<file path="src/rtl/map_frame_build_pkg.sv">
// Shared definitions for the key-frame builder: FSM encoding, frame byte offsets
// (common with the key extractor) and fixed IPv4/L4 header constants.
package map_frame_build_pkg;

    typedef enum logic [1:0] {
        IDLE_S     = 2'd0,
        CALC_S     = 2'd1,
        TRANSMIT_S = 2'd2,
        GAP_S      = 2'd3
    } state_e;

    // Byte offsets must stay in step with the extractor.
    localparam int unsigned OFS_ETYPE   = 12;
    localparam int unsigned OFS_IPHDR   = 14;
    localparam int unsigned OFS_TOTLEN  = 16;
    localparam int unsigned OFS_ID      = 18;
    localparam int unsigned OFS_FLAGS   = 20;
    localparam int unsigned OFS_TTL     = 22;
    localparam int unsigned OFS_PROTO   = 23;
    localparam int unsigned OFS_CSUM    = 24;
    localparam int unsigned OFS_SIP     = 26;
    localparam int unsigned OFS_DIP     = 30;
    localparam int unsigned OFS_SPORT   = 34;
    localparam int unsigned OFS_DPORT   = 36;
    localparam int unsigned OFS_L4LEN   = 38;
    localparam int unsigned OFS_TCP_OFF = 46;
    localparam int unsigned FRAME_LEN   = 60;

    localparam logic [15:0] ETH_TYPE_IPV4   = 16'h0800;
    localparam logic [15:0] IPV4_VER_TOS    = 16'h4500;
    localparam logic [15:0] IPV4_TOT_LEN    = 16'h002E;
    localparam logic [15:0] IPV4_FLAGS_FRAG = 16'h4000;
    localparam logic [15:0] UDP_LEN         = 16'h001A;
    localparam logic [7:0]  PROTO_TCP       = 8'h06;
    localparam logic [7:0]  PROTO_UDP       = 8'h11;
    localparam logic [7:0]  TCP_DATA_OFS    = 8'h50;

    typedef struct packed {
        logic [7:0]  proto;
        logic [31:0] sip;
        logic [31:0] dip;
        logic [15:0] sport;
        logic [15:0] dport;
    } tuple_t;

endpackage

</file>
<file path="src/rtl/map_frame_build_if.sv">
// Descriptor-in / byte-stream-out bundle of the key-frame builder.
interface map_frame_build_if;

    logic [103:0] iv_5tuple_data;
    logic         i_5tuple_data_wr;
    logic [47:0]  iv_dmac;
    logic [8:0]   iv_bufid;
    logic         i_tcp_or_udp_flag;
    logic [8:0]   ov_data;
    logic         o_data_wr;
    logic [8:0]   ov_bufid;
    logic         o_busy;

    modport master (
        output iv_5tuple_data,
        output i_5tuple_data_wr,
        output iv_dmac,
        output iv_bufid,
        output i_tcp_or_udp_flag,
        input  ov_data,
        input  o_data_wr,
        input  ov_bufid,
        input  o_busy
    );

    modport slave (
        input  iv_5tuple_data,
        input  i_5tuple_data_wr,
        input  iv_dmac,
        input  iv_bufid,
        input  i_tcp_or_udp_flag,
        output ov_data,
        output o_data_wr,
        output ov_bufid,
        output o_busy
    );

endinterface

</file>
<file path="src/rtl/ipv4_csum_calc.sv">
// Combinational IPv4 header checksum over ten 16-bit words (checksum field zero).
module ipv4_csum_calc (
    input  logic [159:0] hdr_i,
    output logic [15:0]  csum_o
);

    logic [19:0] sum;
    logic [16:0] fold1;
    logic [15:0] fold2;

    // The second fold can carry at most one, so 16 bits hold its result.
    always_comb begin
        sum = 20'h0;
        for (int i = 0; i < 10; i++) begin
            sum = sum + {4'h0, hdr_i[16*i +: 16]};
        end
        fold1  = {1'b0, sum[15:0]} + {13'h0, sum[19:16]};
        fold2  = fold1[15:0] + {15'h0, fold1[16]};
        csum_o = ~fold2;
    end

endmodule

</file>
<file path="src/rtl/map_frame_build.sv">
// Builds a 60-byte Ethernet/IPv4 (or non-IP) key frame from a 5-tuple + DMAC and streams it
// out one byte per cycle. Define IPV4_CSUM_EN to fill in the IPv4 header checksum.
module map_frame_build
    import map_frame_build_pkg::*;
#(
    parameter logic [47:0] LOCAL_SMAC      = 48'h0,
    parameter logic [15:0] NON_IP_ETH_TYPE = 16'h88B5,
    parameter logic [7:0]  IP_TTL          = 8'd64
) (
    input  logic i_clk,
    input  logic i_rst_n,
    map_frame_build_if.slave bus
);

    localparam logic [5:0] LAST_IDX = 6'(FRAME_LEN - 1);

    state_e      state_q;
    tuple_t      tuple_q;
    logic [47:0] dmac_q;
    logic        ip_q;
    logic [15:0] id_q;
    logic [15:0] csum_q;
    logic [5:0]  cnt_q;
    logic [8:0]  data_q;
    logic        wr_q;
    logic [8:0]  bufid_q;
    logic        busy_q;

    logic [15:0] csum_w;
    logic [5:0]  nxt_idx;
    logic [7:0]  frame_w [FRAME_LEN];

`ifdef IPV4_CSUM_EN
    logic [159:0] hdr_w;

    assign hdr_w = {IPV4_VER_TOS, IPV4_TOT_LEN, id_q, IPV4_FLAGS_FRAG, IP_TTL, tuple_q.proto,
                    16'h0000, tuple_q.sip, tuple_q.dip};

    ipv4_csum_calc u_csum (
        .hdr_i  (hdr_w),
        .csum_o (csum_w)
    );
`else
    assign csum_w = 16'h0000;
`endif

    // Byte index to be presented after the next edge; CALC_S preloads byte 0.
    assign nxt_idx = (state_q == TRANSMIT_S && cnt_q != LAST_IDX) ? cnt_q + 6'd1 : 6'd0;

    always_comb begin
        for (int i = 0; i < FRAME_LEN; i++) begin
            frame_w[i] = 8'h00;
        end
        for (int i = 0; i < 6; i++) begin
            frame_w[i]     = dmac_q[8*(5-i) +: 8];
            frame_w[6 + i] = LOCAL_SMAC[8*(5-i) +: 8];
        end
        if (ip_q) begin
            frame_w[OFS_ETYPE]      = ETH_TYPE_IPV4[15:8];
            frame_w[OFS_ETYPE + 1]  = ETH_TYPE_IPV4[7:0];
            frame_w[OFS_IPHDR]      = IPV4_VER_TOS[15:8];
            frame_w[OFS_IPHDR + 1]  = IPV4_VER_TOS[7:0];
            frame_w[OFS_TOTLEN]     = IPV4_TOT_LEN[15:8];
            frame_w[OFS_TOTLEN + 1] = IPV4_TOT_LEN[7:0];
            frame_w[OFS_ID]         = id_q[15:8];
            frame_w[OFS_ID + 1]     = id_q[7:0];
            frame_w[OFS_FLAGS]      = IPV4_FLAGS_FRAG[15:8];
            frame_w[OFS_FLAGS + 1]  = IPV4_FLAGS_FRAG[7:0];
            frame_w[OFS_TTL]        = IP_TTL;
            frame_w[OFS_PROTO]      = tuple_q.proto;
            frame_w[OFS_CSUM]       = csum_q[15:8];
            frame_w[OFS_CSUM + 1]   = csum_q[7:0];
            for (int i = 0; i < 4; i++) begin
                frame_w[OFS_SIP + i] = tuple_q.sip[8*(3-i) +: 8];
                frame_w[OFS_DIP + i] = tuple_q.dip[8*(3-i) +: 8];
            end
            for (int i = 0; i < 2; i++) begin
                frame_w[OFS_SPORT + i] = tuple_q.sport[8*(1-i) +: 8];
                frame_w[OFS_DPORT + i] = tuple_q.dport[8*(1-i) +: 8];
            end
            if (tuple_q.proto == PROTO_UDP) begin
                frame_w[OFS_L4LEN]     = UDP_LEN[15:8];
                frame_w[OFS_L4LEN + 1] = UDP_LEN[7:0];
            end
            if (tuple_q.proto == PROTO_TCP) begin
                frame_w[OFS_TCP_OFF] = TCP_DATA_OFS;
            end
        end else begin
            frame_w[OFS_ETYPE]     = NON_IP_ETH_TYPE[15:8];
            frame_w[OFS_ETYPE + 1] = NON_IP_ETH_TYPE[7:0];
        end
    end

    always_ff @(posedge i_clk or negedge i_rst_n) begin
        if (!i_rst_n) begin
            state_q <= IDLE_S;
            tuple_q <= '0;
            dmac_q  <= '0;
            ip_q    <= 1'b0;
            id_q    <= '0;
            csum_q  <= '0;
            cnt_q   <= '0;
            data_q  <= '0;
            wr_q    <= 1'b0;
            bufid_q <= '0;
            busy_q  <= 1'b0;
        end else begin
            unique case (state_q)
                IDLE_S: begin
                    if (bus.i_5tuple_data_wr) begin
                        tuple_q <= bus.iv_5tuple_data;
                        dmac_q  <= bus.iv_dmac;
                        bufid_q <= bus.iv_bufid;
                        ip_q    <= bus.i_tcp_or_udp_flag;
                        busy_q  <= 1'b1;
                        state_q <= CALC_S;
                    end
                end
                CALC_S: begin
                    csum_q  <= csum_w;
                    cnt_q   <= '0;
                    data_q  <= {1'b1, frame_w[nxt_idx]};
                    wr_q    <= 1'b1;
                    state_q <= TRANSMIT_S;
                end
                TRANSMIT_S: begin
                    if (cnt_q == LAST_IDX) begin
                        data_q  <= '0;
                        wr_q    <= 1'b0;
                        bufid_q <= '0;
                        if (ip_q) begin
                            id_q <= id_q + 16'd1;
                        end
                        state_q <= GAP_S;
                    end else begin
                        cnt_q  <= nxt_idx;
                        data_q <= {nxt_idx == LAST_IDX, frame_w[nxt_idx]};
                    end
                end
                GAP_S: begin
                    busy_q  <= 1'b0;
                    state_q <= IDLE_S;
                end
                default: state_q <= IDLE_S;
            endcase
        end
    end

    assign bus.ov_data   = data_q;
    assign bus.o_data_wr = wr_q;
    assign bus.ov_bufid  = bufid_q;
    assign bus.o_busy    = busy_q;

endmodule

</file>
<file path="src/flat_wrapper.sv">
// flat-port wrapper written by rule: the top's interface ports become plain ports
module map_frame_build_flat import map_frame_build_pkg::*;
#(
    parameter logic [47:0] LOCAL_SMAC      = 48'h0,
    parameter logic [15:0] NON_IP_ETH_TYPE = 16'h88B5,
    parameter logic [7:0]  IP_TTL          = 8'd64
)
  (i_clk, i_rst_n, bus_iv_5tuple_data, bus_i_5tuple_data_wr, bus_iv_dmac, bus_iv_bufid, bus_i_tcp_or_udp_flag, bus_ov_data, bus_o_data_wr, bus_ov_bufid, bus_o_busy);
  map_frame_build_if bus_i ();
  input  logic i_clk;
  input  logic i_rst_n;
  input wire logic [$bits(bus_i.iv_5tuple_data)-1:0] bus_iv_5tuple_data;
  input wire logic [$bits(bus_i.i_5tuple_data_wr)-1:0] bus_i_5tuple_data_wr;
  input wire logic [$bits(bus_i.iv_dmac)-1:0] bus_iv_dmac;
  input wire logic [$bits(bus_i.iv_bufid)-1:0] bus_iv_bufid;
  input wire logic [$bits(bus_i.i_tcp_or_udp_flag)-1:0] bus_i_tcp_or_udp_flag;
  output wire logic [$bits(bus_i.ov_data)-1:0] bus_ov_data;
  output wire logic [$bits(bus_i.o_data_wr)-1:0] bus_o_data_wr;
  output wire logic [$bits(bus_i.ov_bufid)-1:0] bus_ov_bufid;
  output wire logic [$bits(bus_i.o_busy)-1:0] bus_o_busy;
  assign bus_i.iv_5tuple_data = bus_iv_5tuple_data;
  assign bus_i.i_5tuple_data_wr = bus_i_5tuple_data_wr;
  assign bus_i.iv_dmac = bus_iv_dmac;
  assign bus_i.iv_bufid = bus_iv_bufid;
  assign bus_i.i_tcp_or_udp_flag = bus_i_tcp_or_udp_flag;
  assign bus_ov_data = bus_i.ov_data;
  assign bus_o_data_wr = bus_i.o_data_wr;
  assign bus_ov_bufid = bus_i.ov_bufid;
  assign bus_o_busy = bus_i.o_busy;
  map_frame_build #(.LOCAL_SMAC(LOCAL_SMAC), .NON_IP_ETH_TYPE(NON_IP_ETH_TYPE), .IP_TTL(IP_TTL)) u_core (.i_clk(i_clk), .i_rst_n(i_rst_n), .bus(bus_i));
endmodule
</file>
<file path="config.mk">
export PLATFORM = sky130hd
export DESIGN_NAME = map_frame_build_flat
export DESIGN_NICKNAME = d
export VERILOG_FILES = /design/src/rtl/map_frame_build_pkg.sv /design/src/rtl/map_frame_build_if.sv /design/src/rtl/ipv4_csum_calc.sv /design/src/rtl/map_frame_build.sv /design/src/flat_wrapper.sv
export SDC_FILE = /design/constraint.sdc
export NUM_CORES = 1
export LEC_CHECK = 0
export CORE_ASPECT_RATIO = 1.2
export CORE_MARGIN = 2
export CORE_UTILIZATION = 25
export CTS_CLUSTER_DIAMETER = 100
export DETAILED_ROUTE_END_ITERATION = 10
export SLEW_MARGIN = 20
export SYNTH_ARGS = -nofsm -noshare
export SYNTH_HDL_FRONTEND = slang
export SYNTH_SLANG_ARGS = --single-unit
</file>
<file path="constraint.sdc">
create_clock -name i_clk -period 5 [get_ports i_clk]
set_clock_uncertainty 0.15 [all_clocks]
set_input_delay 0.5 -clock i_clk [delete_from_list [all_inputs] [get_ports i_clk]]
set_output_delay 0.5 -clock i_clk [all_outputs]
set_load 0.02 [all_outputs]
</file>
# Word level (Yosys, flattened, before mapping)
# Cells that the tools add are included.
[word_totals]
inputBits = 165
latch_bits = 0
word_cells = 64
register_bits = 197
romBits = 0
mem_count = 0
mem_bits_rw = 0
[op_classes]
n_eq_ne = 11
n_bitwise = 1
div = 0
n_mul = 0
n_addsub = 2
magnitude_cmp = 1
n_mux = 23
n_shift = 0
n_reduce_logical = 12
[op_table]
columns = ["cell", "count"]
rows = [
  ["207-bit two-way mux", 1],
  ["8-bit binary-select mux with 6-bit select", 1],
  ["9-bit case mux with 2 select lines", 2],
  ["9-bit two-way mux", 3],
  ["16-bit by 1-bit adder with 16-bit output, second input constant", 1],
  ["16-bit two-way mux", 1],
  ["8-bit two-way mux", 2],
  ["7-bit two-way mux", 2],
  ["6-bit == test, second input constant", 2],
  ["6-bit two-way mux", 2],
  ["6-bit case mux with 2 select lines", 1],
  ["2-bit AND reduction", 5],
  ["8-bit by 3-bit == test with 1-bit output, second input constant", 1],
  ["8-bit by 5-bit == test with 1-bit output, second input constant", 1],
  ["2-bit case mux with 4 select lines", 1],
  ["7-bit >= comparator, second input constant", 1],
  ["6-bit inverter with 7-bit output", 1],
  ["6-bit by 1-bit adder with 6-bit output, second input constant", 1],
  ["2-bit != test, second input constant", 3],
  ["6-bit != test, second input constant", 1],
  ["3-bit AND reduction", 2],
  ["2-bit nonzero test", 3],
  ["5-bit two-way mux", 1],
  ["2-bit == test, second input constant", 2],
  ["other kinds (6)", 9],
]

# Longest topological paths before layout
[depth]
ltp_word = 9
depth_mapped = 11

# Worst setup path after synthesis
# No wires, ideal clock.
[synth_timing]
kind = "reg2reg"
from = "reg u_core.cnt_q[0]"
to = "reg u_core.data_q[6], in the netlist u_core.bus.ov_data[6]"
period_less_slack_ns = 2.519
t_arrival_ns = 2.241
required_time_ns = 4.722
path_buffers = 3
path_stages_with_launch = 10
path_slack_ns = 2.481
path_cell_list = "dfrtp_1 > ha_1 > buf_4 > and2_1 > buf_4 > a211o_1 > or2_4 > buf_6 > o41ai_2 > o2bb2ai_1"
[synth_via]
elab_chain_cells = 9
[synth_rtl]
columns = ["item", "line", "text"]
rows = [
  ["start, declared", "map_frame_build.sv:23", "logic [5:0] cnt_q;"],
  ["start signal, assigned", "map_frame_build.sv:136", "cnt_q <= nxt_idx;"],
  ["branches (longest 8 deep; another with 6-bit by 1-bit adder with 6-bit output)", "--", ""],
  ["9-bit case mux with 2 select lines (*)", "map_frame_build.sv:108", "unique case (state_q)"],
  ["end signal, assigned", "map_frame_build.sv:122", "data_q <= {1'b1, frame_w[nxt_idx]};"],
  ["end signal, assigned", "map_frame_build.sv:137", "data_q <= {nxt_idx == LAST_IDX, frame_w[nxt_idx]};"],
  ["end, declared", "map_frame_build.sv:24", "logic [8:0] data_q;"],
]
# Mark *: on every way between the ends. The select of a mux whose other input is x is not followed.
# A chain may end at the register's enable or synchronous reset.

# Worst setup path in the final report
[layout_timing]
from = "reg u_core.state_q[0]"
to = "reg u_core.data_q[0], in the netlist u_core.bus.ov_data[0]"
[layout_via]
elab_chain_cells = 9
[layout_rtl]
columns = ["item", "line", "text"]
rows = [
  ["start, declared", "map_frame_build.sv:17", "state_e state_q;"],
  ["start signal, assigned", "map_frame_build.sv:96", "state_q <= IDLE_S;"],
  ["start signal, assigned", "map_frame_build.sv:116", "state_q <= CALC_S;"],
  ["start signal, assigned", "map_frame_build.sv:124", "state_q <= TRANSMIT_S;"],
  ["2-bit == test", "map_frame_build.sv:48, map_frame_build.sv:108", ""],
  ["1-bit logical AND", "map_frame_build.sv:48", "assign nxt_idx = (state_q == TRANSMIT_S && cnt_q != LAST_IDX) ? cnt_q + 6'd1 : 6'd0;"],
  ["6-bit two-way mux", "map_frame_build.sv:48", ""],
  ["6-bit inverter with 7-bit output (not written as such)", "map_frame_build.sv:122, map_frame_build.sv:137", ""],
  ["8-bit binary-select mux with 6-bit select", "map_frame_build.sv:122, map_frame_build.sv:137", ""],
  ["8-bit two-way mux (not written as such) (2 in a row)", "map_frame_build.sv:122, map_frame_build.sv:137", ""],
  ["9-bit two-way mux", "map_frame_build.sv:127", "if (cnt_q == LAST_IDX) begin"],
  ["9-bit case mux with 2 select lines", "map_frame_build.sv:108", ""],
]
# Several ways; a longest one is shown, not always the timed one. The select of a mux whose other input is x is not followed.

==> flow_metrics.tcl <==
set metrics [dict create \
    outcome "complete, no violations" \
    hold_buffers 0 \
    cts.sink_count 197 \
    critical_path_class "flop to flop" \
    period_needed_ns 3.46 \
    floorplan.core_area_mm2 0.0389 \
    critPathCapture "u_core.bus.ov_data[0]" \
    p_leak_nw 5.84 \
    synth_area_leaders "dfrtp_1 50%, mux2_2 18%, mux2i_1 3.5%" \
    ant_nets 0 \
    clock-root-buffer "clkbuf_16" \
    drt-vias-per-instance 4.90 \
    residual_drc 0 \
    grt_remaining_overflow 0 \
    gr-usage-all-layers_pct 16.6 \
    fin_crit_sh_pct 69.2 \
    yosys_warnings 0 \
    fin_worst_hold_slack_ns 0.0153 \
    worstPathMaxFanout 30 \
    synth.avg_cell_area_um2 11.6 \
    timing.final.setup_violations 0 \
    finalNonFillerCells 1558 \
    globalRouteMet3Util_pct 2.94 \
    die-area_mm2 0.0412 \
    grt_pass1_vias 8071 \
    synth_seq_cells 197 \
    netlist_area_mm2 0.00990 \
    most_common_cell_in_the_netlist "dfrtp_1" \
    power_density_mw_per_mm2 251 \
    sum_neg_setup_slack_ns 0 \
    totalWireLength_um 33400 \
    critical_path.startpoint "u_core.state_q[0]" \
    synthCells 857 \
    final_net_count 1190 \
    maximum_number_of_pins_on_one_net_before_global_route_repair 110 \
    initial_utilization_pct 25.4 \
    die_h_um 222 \
    postSynth.asyncResetShare_pct 100 \
    drt_first_iter_violations 561 \
    worstPathArrival_ns 3.64 \
    crit_required_ns 5.18 \
    slew_headroom_pct 38.2 \
    clk_path_buf_depth 2 \
    diodes 0 \
    min_path_type "primary input to asynchronous set/reset pin" \
    transition_time_at_the_pin_with_the_least_slew_margin_ns 0.927 \
    post_synth_edffs 0 \
    detailedPlacementHpwl_um 25000 \
    yosysSeqAreaShare_pct 49.8 \
    globalplace.congestion 0.955 \
    critical_path_end_type "flop" \
    htree_levels 4 \
    top_usage_layer "met2" \
    syn_nets 1028 \
    synth.cells.most_frequent "197 x dfrtp_1, 162 x mux2_2, 73 x nand2_1" \
    worst_setup_path_start_kind "flop" \
    synth.lib_cells_used.distinct 73 \
    synth_top_area_share_pct 49.8 \
    detailroute.via_count 7638 \
    io-pin-count 185 \
    rsz0062_at_grt "false" \
    resized_cells_post_cts 0 \
    cts_tree "built" \
    clock_insertion_delay_worst_skew_ns 0.46 \
    drive_above_1_share_pct 22.2 \
    syn2layout_area_growth_pct 30.0 \
    post_synthesis_cell_type_with_the_largest_combined_area "dfrtp_1" \
    max_freq_mhz 289 \
    grtUsageMet1_pct 20.5 \
    grt_antenna_before_repair 0 \
    wire_length_of_the_first_global_routing_pass_um 51000 \
    worstReg2RegStart "u_core.state_q[0]" \
    cts_inserted_buffers 17 \
    die_w_um 186 \
    reg2regPathDepth 9 \
    port_buffers 184 \
    dp_worst_setup_slack_ns 1.63 \
    hold_viol_final 0 \
    worst-r2r-setup-slack_ns 1.54 \
    gr-usage-met2_pct 28.4 \
    dpl_cells 1526 \
    row_count 79 \
    wire_per_inst_um 21.4 \
    cts_setup_buffers 0 \
    regToRegEndpoint "u_core.bus.ov_data[0]" \
    worst_setup_hold_path_clk_slew_ns 0.08 \
    pnr_worst_setup_slack_ns 1.54 \
    first_pass_iters 5 \
    synth_flop_cell "dfrtp_1" \
    drv_slew 0 \
    max-cap-violations 0 \
    ir_worst_vdd_mv 0.237 \
]
## registers in the layout (all words and copies together) (netlist names)
name and flops:
u_core.bus.o_busy 1, u_core.cnt_q 6, u_core.id_q 16, u_core.bus.o_data_wr 1
u_core.ip_q 1, u_core.dmac_q 48, u_core.bus.ov_bufid 9, u_core.state_q 2
u_core.bus.ov_data 9, u_core.tuple_q 104
## through the flow
stage	utilization (%)	instance area [um2]	power, mW
2_1_floorplan	-	9900	1.63
3_3_place_gp	31.5	12300	1.80
3_5_place_dp	31.5	12300	1.80
4_1_cts	33.1	12900	3.27
5_1_grt	33.1	12900	3.35
6_report	33.1	12900	3.23
## how the worst min path moves through the flow
stage / startpoint / end / depth (start not counted)
2_1_floorplan: i_rst_n / u_core.bus.o_busy / 0
3_3_place_gp: u_core.id_q[11] / u_core.id_q[11] / 1
3_5_place_dp: u_core.id_q[15] / u_core.id_q[15] / 1
4_1_cts: i_rst_n / u_core.tuple_q[49] / 1
5_1_grt: i_rst_n / u_core.tuple_q[18] / 1
6_report: i_rst_n / u_core.tuple_q[57] / 1
## critical path, stage by stage (launching register included)
cell and delay (ns):
dfrtp_1 0.40, inv_1 0.11, ha_1 0.18, buf_4 0.32, nand2b_1 0.23, a21oi_4 0.51, mux2_2 0.42, a222oi_1 0.71
o31a_1 0.22, a311oi_1 0.05
## kinds of logic (layout without fill, tap and decap cells)
group | Yosys count | after routing | share of synthesized area, %
flip-flops | 197 | 197 | 49.8
XOR/XNOR | 20 | 20 | 1.84
adder cells (fa/ha/maj) | 6 | 6 | 0.758
buffers and inverters | 76 | 251 | 3.49
multiplexers | 197 | 197 | 22.0
AO/OA/AOI/OAI | 161 | 161 | 11.8
AND/OR/NAND/NOR | 200 | 200 | 10.4
## power breakdown
| group | total [mW] | switching [mW] | internal, mW |
|---|---|---|---|
| Clock | 1.46 | 0.680 | 0.784 |
| Sequential | 1.59 | 0 | 1.59 |
| Combinational | 0.175 | 0.0607 | 0.115 |
| Total | 3.23 | 0.741 | 2.49 |
## per-layer routing
layer / share of wire [%] / vias to the layer above
met5: 0 / -
met4: 3.6 / 0
met3: 4.8 / 60
met2: 50 / 285
met1: 41 / 3807
li1: - / 3486
## layout by cell type (no fill, tap or decap), types with 4 or more instances in the layout
| cell | netlist | layout |
|---|---|---|
| xor2_1 | 8 | 8 |
| and2_1 | 7 | 7 |
| and4_1 | 4 | 4 |
| inv_1 | 25 | 25 |
| a22oi_1 | 7 | 7 |
| nand4_1 | 13 | 13 |
| mux2_2 | 162 | 162 |
| and3_1 | 7 | 7 |
| nand2_1 | 73 | 72 |
| nand3_1 | 38 | 38 |
| a21boi_0 | 4 | 4 |
| o21ai_0 | 34 | 34 |
| xnor2_1 | 11 | 11 |
| buf_4 | 6 | 7 |
| nor2b_1 | 5 | 5 |
| a31oi_1 | 9 | 9 |
| a21oi_1 | 26 | 26 |
| o2111ai_1 | 5 | 5 |
| clkdlybuf4s50_1 | 0 | 183 |
| nor3_1 | 14 | 14 |
| clkbuf_16 | 0 | 17 |
| o221ai_1 | 11 | 11 |
| o22ai_1 | 8 | 8 |
| o211ai_1 | 9 | 9 |
| ha_1 | 6 | 6 |
| inv_6 | 0 | 4 |
| dfrtp_1 | 197 | 197 |
| a311oi_1 | 4 | 4 |
| mux2i_1 | 35 | 35 |
| a32oi_1 | 4 | 4 |
| o31ai_1 | 6 | 6 |
| a211oi_1 | 4 | 4 |
| nor2_1 | 17 | 17 |
## layout make-up
type	instances	area [um2]
well taps	526	658
flip-flops and latches	197	4930
multi-input cells	584	4640
repair buffers	193	1940
clock inverters	12	155
fillers	3973	26100
clock buffers	20	457
inverters	26	97.6
Power figures use the tool's default switching activity.
